## config.mk

```make
export PLATFORM = sky130hd
export DESIGN_NAME = piece_redraw_seq
export DESIGN_NICKNAME = d
export VERILOG_FILES = /design/src/rtl/tetris_pkg.sv /design/src/rtl/cell_to_pixel.sv /design/src/rtl/piece_redraw_seq.sv
export SDC_FILE = /design/constraint.sdc
export NUM_CORES = 1
export LEC_CHECK = 0
export CORE_MARGIN = 5
export CORE_UTILIZATION = 35
export DETAILED_ROUTE_END_ITERATION = 7
export GPL_TIMING_DRIVEN = 1
export PLACE_DENSITY_LB_ADDON = 0.25
export SLEW_MARGIN = 20
export SYNTH_ARGS = -nofsm -noshare
export SYNTH_HDL_FRONTEND = slang
export SYNTH_SLANG_ARGS = --single-unit
```

## constraint.sdc

```tcl
create_clock -name CLOCK_50 -period 4.7 [get_ports CLOCK_50]
set_input_delay 0.705 -clock CLOCK_50 [delete_from_list [all_inputs] [get_ports CLOCK_50]]
set_output_delay 0.705 -clock CLOCK_50 [all_outputs]
set_load 0.005 [all_outputs]
```

## src/rtl/tetris_pkg.sv

```systemverilog
// +-----------------------------------------------------------------------+
// | tetris_pkg : shared state encoding, 3:3:3 colours, default cell size  |
// | Rev 1.0                                                               |
// +-----------------------------------------------------------------------+
`default_nettype none

package tetris_pkg;
  typedef logic [3:0] state_t;

  localparam state_t S_IDLE      = 4'd0;
  localparam state_t S_CLR_ISSUE = 4'd1;
  localparam state_t S_CLR_WAIT  = 4'd2;
  localparam state_t S_SNAP      = 4'd3;
  localparam state_t S_ER_ISSUE  = 4'd4;
  localparam state_t S_ER_WAIT   = 4'd5;
  localparam state_t S_DR_ISSUE  = 4'd6;
  localparam state_t S_DR_WAIT   = 4'd7;
  localparam state_t S_COMMIT    = 4'd8;

  localparam logic [8:0] COLOR_BLACK   = 9'h000;
  localparam logic [8:0] COLOR_WHITE   = 9'h1FF;
  localparam logic [8:0] COLOR_MAGENTA = 9'h1C7;

  localparam int DEF_CELL_W = 24;
  localparam int DEF_CELL_H = 24;
endpackage

`default_nettype wire

```

## src/rtl/cell_to_pixel.sv

```systemverilog
// +-----------------------------------------------------------------------+
// | cell_to_pixel : board cell (c,r) to top-left pixel, modulo 10/9 bits   |
// | Rev 1.0                                                               |
// +-----------------------------------------------------------------------+
`default_nettype none

module cell_to_pixel
  import tetris_pkg::*;
#(
  parameter int CELL_W = DEF_CELL_W,
  parameter int CELL_H = DEF_CELL_H,
  parameter int X_ORG  = 0,
  parameter int Y_ORG  = 0
) (
  input  logic [3:0] c_i,
  input  logic [4:0] r_i,
  output logic [9:0] x0_o,
  output logic [8:0] y0_o
);
  assign x0_o = 10'(X_ORG) + 10'(c_i) * 10'(CELL_W);
  assign y0_o = 9'(Y_ORG) + 9'(r_i) * 9'(CELL_H);
endmodule

`default_nettype wire

```

## src/rtl/piece_redraw_seq.sv

```systemverilog
// +-----------------------------------------------------------------------+
// | piece_redraw_seq : sequences board clears and piece erase/draw paints  |
// | Rev 1.0                                                               |
// +-----------------------------------------------------------------------+
`default_nettype none

module piece_redraw_seq
  import tetris_pkg::*;
#(
  parameter int CELLS          = 4,
  parameter int COLS           = 10,
  parameter int ROWS           = 20,
  parameter int CELL_W         = DEF_CELL_W,
  parameter int CELL_H         = DEF_CELL_H,
  parameter int X_ORG          = 0,
  parameter int Y_ORG          = 0,
  parameter bit CLEAR_ON_RESET = 1'b1
) (
  input  logic               CLOCK_50,
  input  logic               resetn,
  input  logic               redraw_req,
  input  logic               clear_req,
  input  logic [CELLS*4-1:0] cur_x,
  input  logic [CELLS*5-1:0] cur_y,
  input  logic [8:0]         piece_color,
  input  logic [8:0]         bg_color,
  input  logic               paint_busy,
  input  logic               paint_done,
  output logic               paint_start,
  output logic [9:0]         paint_x0,
  output logic [8:0]         paint_y0,
  output logic [8:0]         paint_color,
  output logic               seq_busy,
  output logic               frame_done
);
  localparam int             IW       = (CELLS > 1) ? $clog2(CELLS) : 1;
  localparam logic [IW-1:0]  LAST_IDX = IW'(CELLS - 1);

  state_t               state_q, state_d;
  logic [3:0]           col_q, col_d;
  logic [4:0]           row_q, row_d;
  logic [IW-1:0]        idx_q, idx_d;
  logic [CELLS*4-1:0]   snap_x_q, snap_x_d, prev_x_q, prev_x_d;
  logic [CELLS*5-1:0]   snap_y_q, snap_y_d, prev_y_q, prev_y_d;
  logic                 prev_valid_q, prev_valid_d;
  logic                 pend_rd_q, pend_rd_d, pend_clr_q, pend_clr_d;
  logic                 boot_q, boot_d, start_q;
  logic [8:0]           color_q, color_d;

  logic [3:0]  w_c, w_prev_c;
  logic [4:0]  w_r, w_prev_r;
  logic [9:0]  w_px;
  logic [8:0]  w_py, w_color_live;
  logic        w_covered, w_fire, w_clr_last, w_idx_last;

  cell_to_pixel #(.CELL_W(CELL_W), .CELL_H(CELL_H), .X_ORG(X_ORG), .Y_ORG(Y_ORG)) u_c2p (
    .c_i (w_c),
    .r_i (w_r),
    .x0_o(w_px),
    .y0_o(w_py)
  );

  // Cell selection plus the "prev cell already covered by new piece" test.
  always_comb begin
    w_prev_c     = prev_x_q[4*idx_q +: 4];
    w_prev_r     = prev_y_q[5*idx_q +: 5];
    w_c          = col_q;
    w_r          = row_q;
    w_color_live = bg_color;
    case (state_q)
      S_ER_ISSUE, S_ER_WAIT: begin
        w_c = w_prev_c;
        w_r = w_prev_r;
      end
      S_DR_ISSUE, S_DR_WAIT: begin
        w_c          = snap_x_q[4*idx_q +: 4];
        w_r          = snap_y_q[5*idx_q +: 5];
        w_color_live = piece_color;
      end
      default: ;
    endcase
    w_covered = 1'b0;
    for (int j = 0; j < CELLS; j++) begin
      if (snap_x_q[4*j +: 4] == w_prev_c && snap_y_q[5*j +: 5] == w_prev_r) w_covered = 1'b1;
    end
  end

  assign w_clr_last = (col_q == 4'(COLS - 1)) && (row_q == 5'(ROWS - 1));
  assign w_idx_last = (idx_q == LAST_IDX);
  assign w_fire     = ((state_q == S_CLR_ISSUE) || (state_q == S_DR_ISSUE) ||
                       ((state_q == S_ER_ISSUE) && !w_covered)) && !paint_busy && !start_q;

  always_ff @(posedge CLOCK_50 or negedge resetn) begin
    if (!resetn) state_q <= S_IDLE;
    else         state_q <= state_d;
  end

  always_comb begin
    state_d      = state_q;
    col_d        = col_q;
    row_d        = row_q;
    idx_d        = idx_q;
    snap_x_d     = snap_x_q;
    snap_y_d     = snap_y_q;
    prev_x_d     = prev_x_q;
    prev_y_d     = prev_y_q;
    prev_valid_d = prev_valid_q;
    pend_rd_d    = pend_rd_q;
    pend_clr_d   = pend_clr_q;
    boot_d       = boot_q;
    color_d      = w_fire ? w_color_live : color_q;
    if (state_q != S_IDLE) begin
      if (redraw_req) pend_rd_d = 1'b1;
      if (clear_req)  pend_clr_d = 1'b1;
    end
    case (state_q)
      S_IDLE: begin
        if (boot_q || pend_clr_q || clear_req) begin
          state_d    = S_CLR_ISSUE;
          boot_d     = 1'b0;
          pend_clr_d = 1'b0;
          col_d      = '0;
          row_d      = '0;
          if (redraw_req) pend_rd_d = 1'b1;
        end else if (pend_rd_q || redraw_req) begin
          state_d   = S_SNAP;
          pend_rd_d = 1'b0;
        end
      end
      S_CLR_ISSUE: if (w_fire) state_d = S_CLR_WAIT;
      S_CLR_WAIT: begin
        if (paint_done) begin
          if (w_clr_last) begin
            state_d      = S_IDLE;
            prev_valid_d = 1'b0;
            pend_rd_d    = redraw_req;  // older redraws have nothing left to erase
          end else begin
            state_d = S_CLR_ISSUE;
            if (col_q == 4'(COLS - 1)) begin
              col_d = '0;
              row_d = row_q + 5'd1;
            end else begin
              col_d = col_q + 4'd1;
            end
          end
        end
      end
      S_SNAP: begin
        snap_x_d = cur_x;
        snap_y_d = cur_y;
        idx_d    = '0;
        state_d  = prev_valid_q ? S_ER_ISSUE : S_DR_ISSUE;
      end
      S_ER_ISSUE: begin
        if (w_covered) begin
          idx_d   = w_idx_last ? '0 : idx_q + IW'(1);
          state_d = w_idx_last ? S_DR_ISSUE : S_ER_ISSUE;
        end else if (w_fire) begin
          state_d = S_ER_WAIT;
        end
      end
      S_ER_WAIT: begin
        if (paint_done) begin
          idx_d   = w_idx_last ? '0 : idx_q + IW'(1);
          state_d = w_idx_last ? S_DR_ISSUE : S_ER_ISSUE;
        end
      end
      S_DR_ISSUE: if (w_fire) state_d = S_DR_WAIT;
      S_DR_WAIT: begin
        if (paint_done) begin
          idx_d   = w_idx_last ? idx_q : idx_q + IW'(1);
          state_d = w_idx_last ? S_COMMIT : S_DR_ISSUE;
        end
      end
      S_COMMIT: begin
        prev_x_d     = snap_x_q;
        prev_y_d     = snap_y_q;
        prev_valid_d = 1'b1;
        state_d      = S_IDLE;
      end
      default: state_d = S_IDLE;
    endcase
  end

  always_ff @(posedge CLOCK_50 or negedge resetn) begin
    if (!resetn) begin
      col_q        <= '0;
      row_q        <= '0;
      idx_q        <= '0;
      snap_x_q     <= '0;
      snap_y_q     <= '0;
      prev_x_q     <= '0;
      prev_y_q     <= '0;
      prev_valid_q <= 1'b0;
      pend_rd_q    <= 1'b0;
      pend_clr_q   <= 1'b0;
      boot_q       <= CLEAR_ON_RESET;
      start_q      <= 1'b0;
      color_q      <= COLOR_BLACK;
    end else begin
      col_q        <= col_d;
      row_q        <= row_d;
      idx_q        <= idx_d;
      snap_x_q     <= snap_x_d;
      snap_y_q     <= snap_y_d;
      prev_x_q     <= prev_x_d;
      prev_y_q     <= prev_y_d;
      prev_valid_q <= prev_valid_d;
      pend_rd_q    <= pend_rd_d;
      pend_clr_q   <= pend_clr_d;
      boot_q       <= boot_d;
      start_q      <= w_fire;
      color_q      <= color_d;
    end
  end

  // Coordinates come from counters that only move on paint_done, so they stay put while waiting.
  always_comb begin
    paint_start = w_fire;
    seq_busy    = (state_q != S_IDLE);
    frame_done  = ((state_q == S_CLR_WAIT) && paint_done && w_clr_last) || (state_q == S_COMMIT);
    paint_x0    = '0;
    paint_y0    = '0;
    paint_color = COLOR_BLACK;
    case (state_q)
      S_CLR_ISSUE, S_ER_ISSUE, S_DR_ISSUE: begin
        paint_x0    = w_px;
        paint_y0    = w_py;
        paint_color = w_color_live;
      end
      S_CLR_WAIT, S_ER_WAIT, S_DR_WAIT: begin
        paint_x0    = w_px;
        paint_y0    = w_py;
        paint_color = color_q;
      end
      default: ;
    endcase
  end
endmodule

`default_nettype wire
```

==> impl_metrics.tcl <==
set metrics [dict create \
    start_kind "register" \
    die_y_microns 140 \
    syn_to_final_growth_pct 22.3 \
    critPathCaptureType "primary output" \
    fillers 1567 \
    grt_pass1_vias 4533 \
    drive_above_1_share 0.201 \
    ant_nets 0 \
    fin_crit_sh 0.955 \
    cap_viol_max_count 0 \
    gp_congestion 0.845 \
    drc 0 \
    setup-tns-final_ns 0 \
    holdBufCountCts 0 \
    drt_iter0_drc 246 \
    syn_area_sq_mm 0.00596 \
    avgSynthCellArea_sq_um 11.2 \
    max-slew-margin-rel 0.545 \
    synth_cell_types 56 \
    synth_most_common_cell "dfrtp_1" \
    ys_top_cells_by_count "100 x dfrtp_1, 78 x mux2_2, 43 x mux2i_1, 31 x nor2_1, 30 x xor2_1" \
    numCtsBuffers 9 \
    crit_slowest_cell "clkdlybuf4s50_1" \
    cts.clk_slew.worst_paths_ns 0.07 \
    r2r-start "idx_q[1]$_DFFE_PN0P_" \
    dr_total_vias 4311 \
    setup_slack_ns 0.213 \
    nets 682 \
    grt_pass1_wl_mm 23.2 \
    rsz0062_at_grt "no" \
    ys_seq_area_frac 0.424 \
    hold_ws_ns 0.384 \
    synth_area_leaders "dfrtp_1 42%, mux2_2 15%, mux2i_1 7.2%, xor2_1 4.4%, mux4_2 3.4%" \
    worst-path-max-fanout 19 \
    synth_edf_count 0 \
    hpwl_mm 10.6 \
    setup_viol 0 \
    synthCells 534 \
    initial_core_util 0.358 \
    antenna_found_initial 0 \
    max_freq_mhz 223 \
    wirelength_mm 14.0 \
    worstHoldPathType "in -> async" \
    path_cells "buf_4 > mux2i_1 > mux2_2 > nor2_1 > a21oi_1 > o21ai_0 > ha_1 > fa_1 > a21o_1 > a21oi_1 > xor2_1 > nor2_1 > clkdlybuf4s50_1" \
    finalClockSkew_ns 0.0104 \
    outcome "finished, final reports clean" \
    ir_drop_mv 0.224 \
    finalMaxSlewViolations 0 \
    clock-sinks 101 \
    cts_tree "built" \
    ys_ff_latch 101 \
    coreArea_sq_mm 0.0166 \
    crit_type "reg -> out" \
    ctsRootBufferMaster "clkbuf_16" \
    grt_use_total 0.144 \
    post-synth-top-area-cell "dfrtp_1" \
    wl_per_cell_microns 16.8 \
    htree_levels 3 \
    hold_viol_final 0 \
    finalCriticalPeriod_ns 4.49 \
    clk_latency_ns 0.35 \
    place_ws_ns 0.581 \
    vias_per_cell 5.18 \
    cp-startpoint "idx_q[1]$_DFFE_PN0P_" \
    crit_required_ns 3.99 \
    power_density_mw_per_mm2 589 \
    cp_data_arrival_time_ns 3.78 \
    synth_top_cell_area_share 0.420 \
    grt_max_degree 55 \
    synth_warnings 0 \
    total_leakage_power_uw 0.00324 \
    synthArstFlopShare 1.00 \
    io_buffers 83 \
    cp_slowest_stage_delay_ns 0.48 \
    synthFlopType "dfrtp_1" \
    rows 47 \
    clockBufferDepth 2 \
    grt-ovfl-total 0 \
    antennaDiodeCount 0 \
    drt_pass1_iterations 4 \
    tightest_slew_ns 0.682 \
    die_area_sq_mm 0.0197 \
    io_pins 91 \
    die_x_microns 140 \
]
## metal layers
metal	vias up	track usage	part of all wire
li1	2039	-	-
met1	2123	0.188	0.45
met2	120	0.239	0.48
met3	29	0.0310	0.043
met4	0	0.0484	0.025
met5	-	0	0
## worst paths after layout
check,endpoint,slack (ns),depth (start not counted)
setup / recovery,paint_y0[8],0.21,13
hold / removal,col_q[0]$_DFFE_PN0P_,0.38,1
setup reg to reg,state_q[0]$_DFFE_PN0P_,1.53,9
hold reg to reg,boot_q$_DFFE_PN1P_,0.49,1
max in group asynchronous,prev_y_q[6]$_DFFE_PN0P_,3.25,2
min in group CLOCK_50,boot_q$_DFFE_PN1P_,0.49,1
## layout make-up
type / instances / area [sq um] / area share
inverter: 23 / 86.3 / 0.0118
tap: 220 / 275 / 0.0378
clock buffer: 11 / 243 / 0.0333
multi-input combinational: 380 / 3180 / 0.436
clock inverter: 4 / 72.6 / 0.00996
sequential: 101 / 2530 / 0.347
timing repair buffer: 93 / 903 / 0.124
## worst max-delay path: cells and delay by family, from the launching register on
kind	cells	cell delay, ns
DFF	1	0.41
adders and majority gates	2	0.65
xor gates and xnor gates	1	0.27
muxes	2	0.54
AOI/OAI and AO/OA	4	0.62
and+or+nand+nor	2	0.12
buffers and inverters	2	0.80
## flip-flops by register name, indices dropped and copies added, names as in the netlist
name and count:
snap_x_q 16, prev_y_q 20, prev_x_q 16, start_q 1, prev_valid_q 1, color_q 9
pend_clr_q 1, state_q 4, col_q 4, snap_y_q 20, row_q 5, idx_q 2
pend_rd_q 1, boot_q 1
## stage by stage
step	total power, uW	area (sq um)	instances	util
2_1_floorplan	2750	5980	540	-
3_3_place_gp	3490	6970	817	0.419
3_5_place_dp	3540	6970	817	0.419
4_1_cts	4350	7280	832	0.438
5_1_grt	4600	7290	832	0.438
6_report	4290	7290	832	0.438
## cell families after synthesis
group           count (synthesis)  synth area share
compound gates                 81            0.0890
xor+xnor                       44            0.0647
fa+ha+maj                      14            0.0319
buf+inv                        59            0.0477
flops                         101             0.424
mux                           133             0.261
other cells                     1          0.000629
simple gates                  101            0.0808
## where the power goes
part           internal [uW]  switching (uW)  total, uW
combinational           1100             921       2020
sequential              1130             354       1480
clock                    477             313        790
total                   2700            1590       4290
## cells in the final DEF (no fill, tap or decap), types with 2 or more instances in the layout
cell and n:
a31oi_1 3, nor2b_1 7, xnor2_1 14, dfrtp_1 100
nand2b_1 3, o21ai_0 16, o22ai_1 11, a211oi_1 2
a21oi_1 20, a2111oi_0 2, nand2_1 25, nand4_1 7
nor4_1 2, ha_1 12, mux2i_2 2, fa_1 2
bufinv_16 2, clkdlybuf4s50_1 82, nor2_1 31, mux2_4 2
buf_4 11, mux2_2 78, xor2_1 30, a211o_1 2
mux2i_1 42, conb_1 7, mux4_2 9, clkbuf_16 9
inv_1 23, nor3_1 8, a22o_1 2, o31ai_1 2
nand3_1 8, and3_1 2, a21o_1 5, or2_2 3
o32ai_1 3
## what timing repair did
item | 4_1_cts | 5_1_grt
buffers inserted | 0 | 0
resized for setup | 0 | 2
setup endpoints to repair | 0 | 1
(Power assumes the default switching activity.)
